`src/rtl/obstacle_spawner_pkg.sv`:
```
// Shared widths and FSM encoding for the obstacle spawner and its slot registers.
package obstacle_spawner_pkg;
  localparam int X_W      = 11;
  localparam int Y_W      = 10;
  localparam int TYPE_W   = 2;
  localparam int CNT_W    = 8;
  localparam int SCREEN_W = 640;
  localparam int SCREEN_H = 480;

  typedef enum logic [1:0] {
    IDLE  = 2'd0,
    WAIT  = 2'd1,
    SPAWN = 2'd2
  } state_t;
endpackage

```
`src/rtl/obstacle_slot.sv`:
```
// One obstacle slot: loads at the right edge, scrolls left, drops itself off-screen.
module obstacle_slot
  import obstacle_spawner_pkg::*;
#(
  parameter int SPAWN_X      = 640,
  parameter int SCROLL_SPEED = 4
) (
  input  logic              clk,
  input  logic              rst,
  input  logic              load,
  input  logic [Y_W-1:0]    new_y,
  input  logic [TYPE_W-1:0] new_type,
  input  logic              scroll,
  input  logic              clear,
  output logic              valid,
  output logic [X_W-1:0]    x,
  output logic [Y_W-1:0]    y,
  output logic [TYPE_W-1:0] kind
);

  localparam logic [X_W-1:0] SPAWN_X_V = X_W'(SPAWN_X);
  localparam logic [X_W-1:0] SPEED_V   = X_W'(SCROLL_SPEED);

  // Load only ever targets a free slot, so it never competes with scrolling.
  always_ff @(posedge clk or negedge rst) begin
    if (!rst) begin
      valid <= 1'b0;
      x     <= '0;
      y     <= '0;
      kind  <= '0;
    end else if (clear) begin
      valid <= 1'b0;
      x     <= '0;
      y     <= '0;
      kind  <= '0;
    end else if (load) begin
      valid <= 1'b1;
      x     <= SPAWN_X_V;
      y     <= new_y;
      kind  <= new_type;
    end else if (scroll && valid) begin
      if (x < SPEED_V) valid <= 1'b0;
      else             x     <= x - SPEED_V;
    end
  end

endmodule

```
`src/rtl/obstacle_spawner.sv`:
```
// Turns LFSR words into obstacle spawns, scrolls the slot table once per frame.
module obstacle_spawner
  import obstacle_spawner_pkg::*;
#(
  parameter int NUM_SLOTS    = 4,
  parameter int SPAWN_X      = 640,
  parameter int SCROLL_SPEED = 4,
  parameter int Y_MIN        = 40,
  parameter int Y_RANGE      = 400,
  parameter int GAP_MIN      = 8
) (
  input  logic                        clk,
  input  logic                        rst,
  input  logic [63:0]                 rand_word,
  input  logic                        frame_tick,
  input  logic                        game_active,
  output logic [NUM_SLOTS-1:0]        slot_valid,
  output logic [NUM_SLOTS*X_W-1:0]    slot_x,
  output logic [NUM_SLOTS*Y_W-1:0]    slot_y,
  output logic [NUM_SLOTS*TYPE_W-1:0] slot_type,
  output logic                        spawn_pulse,
  output logic                        overflow,
  output logic [1:0]                  dbg_state
);

  localparam logic [Y_W-1:0]   Y_MIN_V   = Y_W'(Y_MIN);
  localparam logic [Y_W-1:0]   Y_RANGE_V = Y_W'(Y_RANGE);
  localparam logic [CNT_W-1:0] GAP_V     = CNT_W'(GAP_MIN);

  state_t               state_q, state_d;
  logic [CNT_W-1:0]     cnt_q, cnt_d;
  logic                 spawn_now, clear_all, ovf_clr, scroll;
  logic                 any_free;
  logic [NUM_SLOTS-1:0] free_sel, load_vec;
  logic [Y_W-1:0]       raw, y_off, spawn_y;
  logic                 unused_rand;

  assign unused_rand = ^{rand_word[63:18], rand_word[9]};
  assign dbg_state   = state_q;

  // Raw is below 2*Y_RANGE, so one conditional subtract folds it into the band.
  assign raw     = {1'b0, rand_word[8:0]};
  assign y_off   = (raw >= Y_RANGE_V) ? raw - Y_RANGE_V : raw;
  assign spawn_y = Y_MIN_V + y_off;

  always_comb begin
    state_d   = state_q;
    cnt_d     = cnt_q;
    spawn_now = 1'b0;
    clear_all = 1'b0;
    ovf_clr   = 1'b0;
    scroll    = 1'b0;
    if (!game_active) begin
      state_d   = IDLE;
      clear_all = 1'b1;
    end else begin
      case (state_q)
        IDLE: begin
          state_d = WAIT;
          cnt_d   = GAP_V;
          ovf_clr = 1'b1;
        end
        WAIT: begin
          scroll = frame_tick;
          if (frame_tick) begin
            if (cnt_q <= CNT_W'(1)) state_d = SPAWN;
            else                    cnt_d   = cnt_q - CNT_W'(1);
          end
        end
        SPAWN: begin
          scroll    = frame_tick;
          spawn_now = 1'b1;
          state_d   = WAIT;
          cnt_d     = GAP_V + CNT_W'(rand_word[15:10]);
        end
        default: state_d = IDLE;
      endcase
    end
  end

  // Eligibility uses the pre-tick valid flags, so a slot freed this cycle waits.
  always_comb begin
    free_sel = '0;
    any_free = 1'b0;
    for (int i = 0; i < NUM_SLOTS; i++) begin
      if (!slot_valid[i] && !any_free) begin
        free_sel[i] = 1'b1;
        any_free    = 1'b1;
      end
    end
  end

  assign load_vec = free_sel & {NUM_SLOTS{spawn_now}};

  always_ff @(posedge clk or negedge rst) begin
    if (!rst) begin
      state_q     <= IDLE;
      cnt_q       <= GAP_V;
      spawn_pulse <= 1'b0;
      overflow    <= 1'b0;
    end else begin
      state_q     <= state_d;
      cnt_q       <= cnt_d;
      spawn_pulse <= spawn_now & any_free;
      if (ovf_clr)                    overflow <= 1'b0;
      else if (spawn_now && !any_free) overflow <= 1'b1;
    end
  end

  for (genvar i = 0; i < NUM_SLOTS; i++) begin : g_slot
    obstacle_slot #(
      .SPAWN_X      (SPAWN_X),
      .SCROLL_SPEED (SCROLL_SPEED)
    ) u_slot (
      .clk      (clk),
      .rst      (rst),
      .load     (load_vec[i]),
      .new_y    (spawn_y),
      .new_type (rand_word[17:16]),
      .scroll   (scroll),
      .clear    (clear_all),
      .valid    (slot_valid[i]),
      .x        (slot_x[X_W*i +: X_W]),
      .y        (slot_y[Y_W*i +: Y_W]),
      .kind     (slot_type[TYPE_W*i +: TYPE_W])
    );
  end

endmodule

```
`config.mk`:
```
export PLATFORM = sky130hd
export DESIGN_NAME = obstacle_spawner
export DESIGN_NICKNAME = d
export VERILOG_FILES = /design/src/rtl/obstacle_spawner_pkg.sv /design/src/rtl/obstacle_slot.sv /design/src/rtl/obstacle_spawner.sv
export SDC_FILE = /design/constraint.sdc
export NUM_CORES = 1
export LEC_CHECK = 0
export BUFFER_PORTS_ARGS = -buffer_cell sky130_fd_sc_hd__clkbuf_2
export CORE_UTILIZATION = 40
export CTS_CLUSTER_SIZE = 14
export DETAILED_ROUTE_END_ITERATION = 16
export HOLD_SLACK_MARGIN = 0.02
export PLACE_DENSITY = 0.68
export REMOVE_ABC_BUFFERS = 1
export SLEW_MARGIN = 25
export SYNTH_ARGS = -nofsm -noshare
export SYNTH_HDL_FRONTEND = slang
export SYNTH_SLANG_ARGS = --single-unit
```
`constraint.sdc`:
```
create_clock -name clk -period 2 [get_ports clk]
set_input_delay 0.3 -clock clk [delete_from_list [all_inputs] [get_ports clk]]
set_output_delay 0.3 -clock clk [all_outputs]
set_load 0.01 [all_outputs]
```
==> impl_metrics.py, run 1 <==
metrics = {
    "outcome": {
        "outcome": "finished, violations left",
        "violations": "hold timing",
    },
    "cts": {
        "clk_pin_slew_worst_paths_ps": 70,
        "clock-sinks": 100,
        "tritoncts": "built",
        "cts.path.max_buffers": 2,
        "insertion_delay_ps": 350,
        "cts_made_buffers": 9,
        "cts_root_buf": "clkbuf_16",
        "cts.htree.levels": 3,
    },
    "layout": {
        "seqCellArea_um2": 2500,
        "fin_util_pct": 54.3,
        "fillers": 1103,
        "fin_nets": 790,
        "syn2layout_area_growth_pct": 30.2,
        "drive_above_1_share_pct": 31.6,
        "finalInstanceArea_um2": 6660,
        "multi_input_area_um2": 2540,
    },
    "sta": {
        "setup_slack_ps": 94.2,
        "hold_viol": 3,
        "setup_viol": 0,
        "max-slew-margin-rel_pct": 63.1,
        "min_period_ps": 1910,
        "period_share_pct": 95.3,
        "finalClockSkew_ps": 6.42,
        "slew_viol_final": 0,
        "tightestPinTransition_ps": 548,
        "holdWs_ps": -1.36,
        "max_freq_ghz": 0.525,
    },
    "synth": {
        "yosysSeqAreaShare_pct": 48.9,
        "synth_seq_cells": 100,
        "synth_area_per_cell_um2": 9.31,
        "synth_area_um2": 5120,
        "async_flop_share_pct": 100,
        "synth_area_leaders": "dfrtp_1 48%, nand2_1 6.5%, xor2_1 5.0%",
        "synthFlopType": "dfrtp_1",
        "synthCells": 550,
        "synth_cell_types": 56,
        "synth_top_cell_area_share_pct": 48.4,
        "yosys.area.top_type": "dfrtp_1",
        "ys_warn_count": 0,
        "synth_edf_count": 0,
    },
    "setup_path": {
        "worstSetupPathType": "flop to flop",
        "reg2regPathDepth": 7,
        "crit_chain": "or4_4, nor3_4, a21oi_4, buf_4, nand3_1, xor2_1, nor2_1",
        "cp_top_family": "simple AND/OR/NAND/NOR gates",
        "crit_path_top_delay_cell": "or4_4",
        "rr_endpoint": "g_slot[2].u_slot.x[10]",
        "crit_path_end_kind": "flop",
        "cpPeakStageDelay_ps": 590,
        "reg2reg_setup_slack_ps": 90,
        "path_buf_inv": 1,
        "r2r_start": "g_slot[2].u_slot.x[7]",
        "required_ps": 2220,
        "startpoint_type": "flop",
        "critPathMaxFanout": 6,
        "crit_arrival_ps": 2130,
    },
    "floorplan": {
        "start_util_pct": 41.7,
        "die_w_um": 115,
        "die_h_um": 115,
        "row_count": 40,
        "die_area_um2": 13300,
        "coreArea_um2": 12300,
        "ios": 168,
    },
    "routing": {
        "num_vias": 4570,
        "drtIter0Drc": 255,
        "drt_wl_total_mm": 13.6,
        "route.detailed.drc": 0,
        "wl_per_cell_um": 15.4,
        "drtAntennaViolNets": 0,
        "firstDrtPassIters": 5,
        "viasPerCell": 5.19,
    },
    "placement": {
        "place_congestion": 0.918,
        "place_area_um2": 6200,
        "port_buffers": 112,
        "hpwl_mm": 9.84,
        "place_ws_ps": -440,
    },
    "min_path": {
        "hold_class": "input pin to asynchronous set/reset pin",
    },
    "global_routing": {
        "grt_pass1_wl_mm": 22.0,
        "grt_pass1_vias": 4471,
        "grt.total_usage_pct": 21.5,
        "overflow": 0,
        "antenna_found_initial": 1,
        "grt_max_degree": 101,
    },
    "power_and_ir_drop": {
        "ir_worst_vdd_mv": 0.324,
        "p_leak_nw": 3.24,
        "powerDensity_nw_per_um2": 839,
    },
    "run": {
        "max_cap_violations": 0,
    },
}
[per-stage QoR]
step | TNS [ps] | power (mW) | std cells | hold WS [ps]
floorplan | -2060 | 3.06 | 522 | 4.41
global placement | -2960 | 3.69 | 862 | 407
detailed placement | -4540 | 3.72 | 862 | 410
CTS | -5.20 | 5.51 | 878 | 34.1
global route | -52.4 | 5.92 | 879 | 45.3
finish | 0 | 5.59 | 880 | -1.36
[power by group]
group,switching (mW),internal (mW),total [mW]
sequential,0.104,2.15,2.26
combinational,0.899,0.694,1.59
clock,0.747,0.995,1.74
total,1.75,3.84,5.59
[layer usage]
metal	part of all wire (%)	GRT usage, %	up-vias
met5	0	0	-
met4	2.2	9.18	0
met3	6.6	5.06	22
met2	48	34.3	144
met1	43	28.0	2214
li1	-	-	2190
[synthesized netlist by cell type, types with 2 or more instances]
cell type,instances
a211oi_1,4
a21boi_0,25
a21oi_1,21
a21oi_2,3
a22oi_1,2
a31oi_1,5
and2_1,3
buf_1,2
buf_2,2
buf_4,12
clkbuf_1,19
dfrtp_1,99
ha_1,15
inv_1,18
nand2_1,89
nand3_1,45
nand3b_1,4
nand4_1,4
nand4b_1,6
nor2_1,46
nor2b_1,2
nor3_1,7
nor3_2,4
nor3b_1,3
nor4_1,4
nor4_2,2
o21ai_0,34
o21ai_1,2
o22ai_1,2
or3_1,5
or4_1,4
xnor2_1,5
xor2_1,29
[cells by family after synthesis]
group                      share of synthesized area (%)
adders and majority gates                           3.67
muxes                                              0.489
other                                             0.0733
buffers and inverters                               4.82
xor gates and xnor gates                            5.82
AOI/OAI and AO/OA                                   13.2
DFF                                                 48.9
and+or+nand+nor                                     23.0
[worst max-delay path by stage]
| stage | from | slack [ps] | endpoint | depth (start not counted) |
|---|---|---|---|---|
| 2_1_floorplan | dbg_state[0] | -160 | g_slot[1].u_slot.y[6] | 6 |
| 6_report | g_slot[2].u_slot.x[7] | 90 | g_slot[2].u_slot.x[10] | 7 |
| 4_1_cts | cnt_q[5] | -5 | cnt_q[5] | 7 |
| 5_1_grt | rand_word[5] | -20 | g_slot[0].u_slot.y[9] | 13 |
| 3_5_place_dp | rand_word[5] | -440 | g_slot[2].u_slot.y[9] | 13 |
| 3_3_place_gp | rand_word[5] | -350 | g_slot[0].u_slot.y[9] | 13 |
[layout by cell type (no fill, tap or decap), drive strengths merged, types with 2 or more instances in the layout]
cell type	instances
a211oi	5
nor3b	3
a31oi	5
nand2b	2
nand3b	4
nor2	46
nand3	45
nand4	4
conb	8
o21ai	36
xor2	29
a21oi	24
o22ai	2
dfrtp	99
nor2b	2
clkinvlp	2
nor4	7
and2	4
ha	15
a32oi	2
inv	18
nor3	11
or3	5
nand4b	6
or4	5
xnor2	5
a22oi	2
clkbuf	122
nand2	89
buf	63
a21boi	25
[area by class of cell]
type / count / area share (%)
multi-input combinational: 404 / 38.2
sequential: 100 / 37.6
timing repair buffer: 174 / 15.6
clock buffer: 11 / 3.64
tap: 168 / 3.15
inverter: 18 / 1.01
clock inverter: 4 / 0.751
antenna: 1 / 0.0376
[flip-flops by register name (all words and copies together), names as in the netlist]
signal / cells
g_slot.u_slot.x: 36
dbg_state: 2
g_slot.u_slot.valid: 4
g_slot.u_slot.y: 40
spawn_pulse: 1
g_slot.u_slot.kind: 8
overflow: 1
cnt_q: 8
[repair_timing]
| item | in CTS | in global routing |
|---|---|---|
| setup buffers | 1 | 1 |
| hold buffers | 0 | 0 |
| resized for setup | 6 | 27 |
| pin swaps | 0 | 5 |
| setup endpoints to repair | 13 | 43 |
Note: power is estimated with default switching activity, not from simulation.
==> run 2: changes to the inputs <==
--- a/config.mk
+++ b/config.mk
@@ -6,13 +6,14 @@
 export NUM_CORES = 1
 export LEC_CHECK = 0
 export BUFFER_PORTS_ARGS = -buffer_cell sky130_fd_sc_hd__clkbuf_2
-export CORE_UTILIZATION = 40
+export CORE_UTILIZATION = 46
 export CTS_CLUSTER_SIZE = 14
 export DETAILED_ROUTE_END_ITERATION = 16
 export HOLD_SLACK_MARGIN = 0.02
-export PLACE_DENSITY = 0.68
+export PLACE_DENSITY = 0.77
 export REMOVE_ABC_BUFFERS = 1
 export SLEW_MARGIN = 25
 export SYNTH_ARGS = -nofsm -noshare
 export SYNTH_HDL_FRONTEND = slang
 export SYNTH_SLANG_ARGS = --single-unit
+export TNS_END_PERCENT = 20
==> run 2 against run 1 <==
Net effect:
- the run now ends clean
- power down 6.7%
- final cell count decreased by 3.6%
- core utilization increased by 5.6 points
- global-route usage is 2.3 points higher
- critical path depth stayed put
- sequential cell count unchanged
- combinational power about the same
- critical endpoint is now g_slot[2].u_slot.x[6]
- largest cell class unchanged
- highest routed layer unchanged
==> impl_metrics.py, run 2 (synthesized netlist as in run 1, its figures left out) <==
metrics = {
    "placement": {
        "port_buffers": 112,
        "place_area_um2": 6110,
        "post-place-cells": 826,
        "hpwl_mm": 9.80,
        "place_congestion": 0.893,
    },
    "power_and_ir_drop": {
        "powerDensity_nw_per_um2": 803,
        "p_leak_nw": 3.19,
        "ir_worst_vdd_mv": 0.639,
        "finalPower_mw": 5.22,
    },
    "routing": {
        "viasPerCell": 5.33,
        "route.detailed.drc": 0,
        "wl_per_cell_um": 15.8,
        "drtAntennaViolNets": 0,
        "drt_wl_total_mm": 13.4,
        "firstDrtPassIters": 4,
        "drtIter0Drc": 265,
        "num_vias": 4519,
    },
    "layout": {
        "instances_no_fill": 848,
        "diodes": 0,
        "reg_top3": "g_slot.u_slot.y (40), g_slot.u_slot.x (36)",
        "mostFrequentLayoutCells": "111 x clkbuf_2, 98 x dfrtp_1, 89 x nand2_1, 57 x buf_4, 45 x nor2_1",
        "syn2layout_area_growth_pct": 27.0,
        "max_flop_register": "g_slot.u_slot.y",
        "largest_reg_flops": 40,
        "fin_nets": 786,
        "finalInstanceArea_um2": 6500,
        "fin_util_pct": 60.0,
        "drive_above_1_share_pct": 30.5,
        "final_common_cell": "clkbuf_2",
    },
    "floorplan": {
        "coreArea_um2": 10800,
        "die_h_um": 107,
        "ios": 168,
        "die_area_um2": 11600,
        "row_count": 38,
        "start_util_pct": 47.2,
        "die_w_um": 107,
    },
    "sta": {
        "slew_viol_final": 0,
        "hold_viol": 0,
        "period_share_pct": 96.3,
        "finalClockSkew_ps": 11.3,
        "rsz0062_at_grt": "no",
        "max-slew-margin-rel_pct": 60.9,
        "max_freq_ghz": 0.519,
        "tightestPinTransition_ps": 581,
        "min_period_ps": 1930,
        "setup_viol": 0,
    },
    "setup_path": {
        "worstSetupPathType": "flop to flop",
        "crit_arrival_ps": 2180,
        "critPathMaxFanout": 4,
        "required_ps": 2250,
        "startpoint_type": "flop",
        "reg2regPathDepth": 7,
        "crit_path_end_kind": "flop",
    },
    "global_routing": {
        "grt_pass1_vias": 4426,
        "grt_pass1_wl_mm": 21.4,
        "antenna_found_initial": 0,
        "grt_max_degree": 45,
        "grt.total_usage_pct": 23.8,
        "overflow": 0,
    },
    "cts": {
        "clk_pin_slew_worst_paths_ps": 100,
        "cts_made_buffers": 9,
        "clock-sinks": 100,
        "cts.htree.levels": 3,
        "tritoncts": "built",
        "insertion_delay_ps": 380,
        "cts_root_buf": "clkbuf_8",
        "cts.path.max_buffers": 2,
    },
    "run": {
        "max_cap_violations": 0,
    },
    "min_path": {
        "worstHoldPathCells": 3,
        "hold_class": "input pin to flop",
    },
    "outcome": {
        "outcome": "completed",
    },
}
run 2: cell count changes in the layout (fill, tap and decap cells not counted), moves of 2 or more:
cell,change
a21boi_0,+3
a21boi_1,-3
buf_4,-5
clkbuf_16,-9
clkbuf_8,+9
clkinvlp_4,-2
ha_1,+2
ha_2,-2
inv_6,+2
run 2: layout make-up:
| class | instances | area (µm²) |
|---|---|---|
| inverter | 18 | 67.6 |
| timing repair buffer | 170 | 1010 |
| tap | 140 | 175 |
| fill | 932 | 4340 |
| multi-input combinational | 404 | 2530 |
| clock buffer | 10 | 138 |
| sequential | 100 | 2500 |
| clock inverter | 6 | 68.8 |
run 2: final timing paths:
kind / start / endpoint / slack, ps
worst max-delay path: g_slot[2].u_slot.x[7] / g_slot[2].u_slot.x[6] / 70
worst min-delay path: rand_word[16] / g_slot[0].u_slot.kind[0] / 170
worst max register to register: g_slot[2].u_slot.x[7] / g_slot[2].u_slot.x[6] / 70
worst min register to register: g_slot[0].u_slot.y[0] / g_slot[0].u_slot.y[0] / 520
max in group asynchronous: rst / g_slot[2].u_slot.y[4] / 900
min in group asynchronous: rst / cnt_q[1] / 440
run 2: worst max-delay path, stage by stage, from the launching register on:
cell     delay [ps]
dfrtp_1         420
or4_4           580
nor3_4          180
a21oi_4          90
buf_4           160
nand3_1         100
xor2_1          200
nor2_1           80
run 2: timing repair:
action,in CTS,in global routing
setup endpoints to repair,12,25
gates resized for setup,7,19
hold buffers,1,0
cloned,0,0
setup buffers,0,5
pin swaps,0,3
endpoints found under the hold margin,33,0
run 2: stage by stage:
step                hold slack (ps)  TNS [ps]  setup slack [ps]
finish                          174         0              74.0
global route                    152         0              1.01
CTS                             146         0              10.4
detailed placement              300     -4280              -339
global placement                305     -2090              -173
floorplan                      4.41     -2060              -158
run 2: metal layers:
metal	wire length [µm]	global-route usage (%)	part of all wire, %
met5	0	0	0
met4	92	5.38	0.69
met3	914	7.63	6.8
met2	6620	40.2	50
met1	5730	29.7	43
run 2: report_power, final:
group	switching [mW]	internal [mW]	leakage, nW
clock network	0.729	0.626	0.109
logic	0.901	0.700	1.69
registers	0.109	2.15	1.39
==> run 3: changes to the inputs <==
--- a/config.mk
+++ b/config.mk
@@ -10,7 +10,7 @@
 export CTS_CLUSTER_SIZE = 14
 export DETAILED_ROUTE_END_ITERATION = 16
 export HOLD_SLACK_MARGIN = 0.02
-export PLACE_DENSITY = 0.77
+export PLACE_DENSITY = 0.82
 export REMOVE_ABC_BUFFERS = 1
 export SLEW_MARGIN = 25
 export SYNTH_ARGS = -nofsm -noshare
==> run 3 against run 2 <==
Net effect:
- clock skew shrank 2.4 ps
- largest power group unchanged
- die area stayed put
- highest routed layer unchanged
- worst setup slack lost 47 ps
- fmax decreased by 2.4%
- global-route usage grew 0.46 points
- non-clock buffer count grew 2
- sequential share of layout area hardly changed
- combinational power down 3%
- sequential cell count unchanged
- critical path depth shrank 1
- clock power decreased by 9.6%
==> impl_metrics.py, run 3 (synthesized netlist as in run 1, its figures left out) <==
metrics = {
    "outcome": {
        "outcome": "completed",
    },
    "setup_path": {
        "crit_path_end_kind": "flop",
        "worstSetupPathType": "flop to flop",
        "required_ps": 2230,
        "crit_arrival_ps": 2200,
        "critPathMaxFanout": 6,
        "startpoint_type": "flop",
    },
    "power_and_ir_drop": {
        "p_sw_mw": 1.70,
        "powerDensity_nw_per_um2": 776,
        "p_sw_share_pct": 33.6,
        "power_frac_seq_pct": 44.9,
        "finalPower_mw": 5.04,
        "ir_worst_vdd_mv": 0.408,
        "p_leak_nw": 3.17,
        "power_frac_clock_pct": 24.4,
        "intPower_mw": 3.35,
        "power_frac_comb_pct": 30.7,
    },
    "layout": {
        "mostFrequentLayoutCells": "111 x clkbuf_2, 99 x dfrtp_1, 88 x nand2_1, 58 x buf_4",
        "largest_reg_flops": 40,
        "max_flop_register": "g_slot.u_slot.y",
        "fin_util_pct": 60.0,
        "syn2layout_area_growth_pct": 27.0,
        "reg_top3": "g_slot.u_slot.y (40), g_slot.u_slot.x (36)",
        "diodes": 0,
        "final_common_cell": "clkbuf_2",
        "instances_no_fill": 850,
        "fin_nets": 788,
        "drive_above_1_share_pct": 30.6,
        "finalInstanceArea_um2": 6500,
    },
    "min_path": {
        "hold_class": "input pin to flop",
    },
    "sta": {
        "max-slew-margin-rel_pct": 64.4,
        "slew_viol_final": 0,
        "max_freq_ghz": 0.507,
        "holdWs_ps": 195,
        "finalClockSkew_ps": 8.91,
        "setup_slack_ps": 26.5,
        "tightestPinTransition_ps": 529,
        "hold_viol": 0,
        "rsz0062_at_grt": "yes",
        "setup_viol": 0,
        "finalSetupTns_ps": 0,
        "min_period_ps": 1970,
        "period_share_pct": 98.7,
    },
    "global_routing": {
        "overflow": 0,
        "grt.total_usage_pct": 24.3,
        "grt_pass1_wl_mm": 21.8,
        "grt_max_degree": 55,
        "grt_pass1_vias": 4500,
        "antenna_found_initial": 0,
    },
    "placement": {
        "place_ws_ps": -332,
        "place_area_um2": 6130,
        "place_congestion": 0.882,
        "post-place-cells": 829,
        "hpwl_mm": 10.1,
        "port_buffers": 112,
    },
    "cts": {
        "cts.path.max_buffers": 2,
        "tritoncts": "built",
        "clk_pin_slew_worst_paths_ps": 90,
        "cts.htree.levels": 3,
        "cts_root_buf": "clkbuf_8",
        "cts_made_buffers": 9,
        "insertion_delay_ps": 360,
        "clock-sinks": 100,
    },
    "routing": {
        "wl_per_cell_um": 16.2,
        "drtIter0Drc": 255,
        "num_vias": 4578,
        "drt_wl_total_mm": 13.8,
        "viasPerCell": 5.39,
        "firstDrtPassIters": 4,
        "drtAntennaViolNets": 0,
        "route.detailed.drc": 0,
    },
    "floorplan": {
        "die_area_um2": 11600,
        "row_count": 38,
        "coreArea_um2": 10800,
        "die_w_um": 107,
        "ios": 168,
        "die_h_um": 107,
        "start_util_pct": 47.2,
    },
    "run": {
        "max_cap_violations": 0,
    },
}
run 3: path summary, 6_finish.rpt:
path	startpoint	cells after the start	to	slack, ps
setup / recovery	g_slot[1].u_slot.x[7]	6	g_slot[1].u_slot.x[7]	30
hold / removal	rand_word[16]	3	g_slot[1].u_slot.kind[0]	190
setup reg to reg	g_slot[1].u_slot.x[7]	6	g_slot[1].u_slot.x[7]	30
hold reg to reg	g_slot[0].u_slot.kind[1]	2	g_slot[0].u_slot.kind[1]	510
max in group asynchronous	rst	3	g_slot[0].u_slot.x[4]	970
min in group asynchronous	rst	2	g_slot[3].u_slot.x[8]	390
run 3: power by group through the flow:
| stage | registers (mW) | logic (mW) | clock network, mW |
|---|---|---|---|
| finish | 2.27 | 1.55 | 1.23 |
| global placement | 2.29 | 1.41 | 0 |
| floorplan | 2.34 | 0.716 | 0 |
| global route | 2.28 | 1.69 | 1.32 |
| detailed placement | 2.30 | 1.43 | 0 |
| CTS | 2.26 | 1.46 | 1.25 |
run 3: routing by layer:
| layer | routed length [µm] | track usage [%] | vias up |
|---|---|---|---|
| li1 | - | - | 2182 |
| met1 | 5870 | 30.9 | 2247 |
| met2 | 6780 | 41.3 | 129 |
| met3 | 914 | 5.57 | 20 |
| met4 | 225 | 6.85 | 0 |
| met5 | 0 | 0 | - |
run 3: critical path, stage by stage (launching register included):
cell and delay, ps:
dfrtp_1 420, or4_4 570, nor3_4 280, a21oi_4 120, nand4b_1 150, xor2_1 180, a21boi_0 120
run 3: area by class of cell:
cell class	count	area (µm²)
Inverter	18	67.6
Fill cell	942	4340
Clock inverter	4	32.5
Clock buffer	12	155
Timing Repair Buffer	172	1030
Multi-Input combinational cell	404	2530
Sequential cell	100	2500
Tap cell	140	175
run 3: what timing repair did:
action                     in CTS  in global routing
setup endpoints to repair       9                 33
hold endpoints to repair       25                  0
resized for setup               5                 23
hold buffers                    1                  0
buffers inserted                0                  4
pin swaps                       0                  8
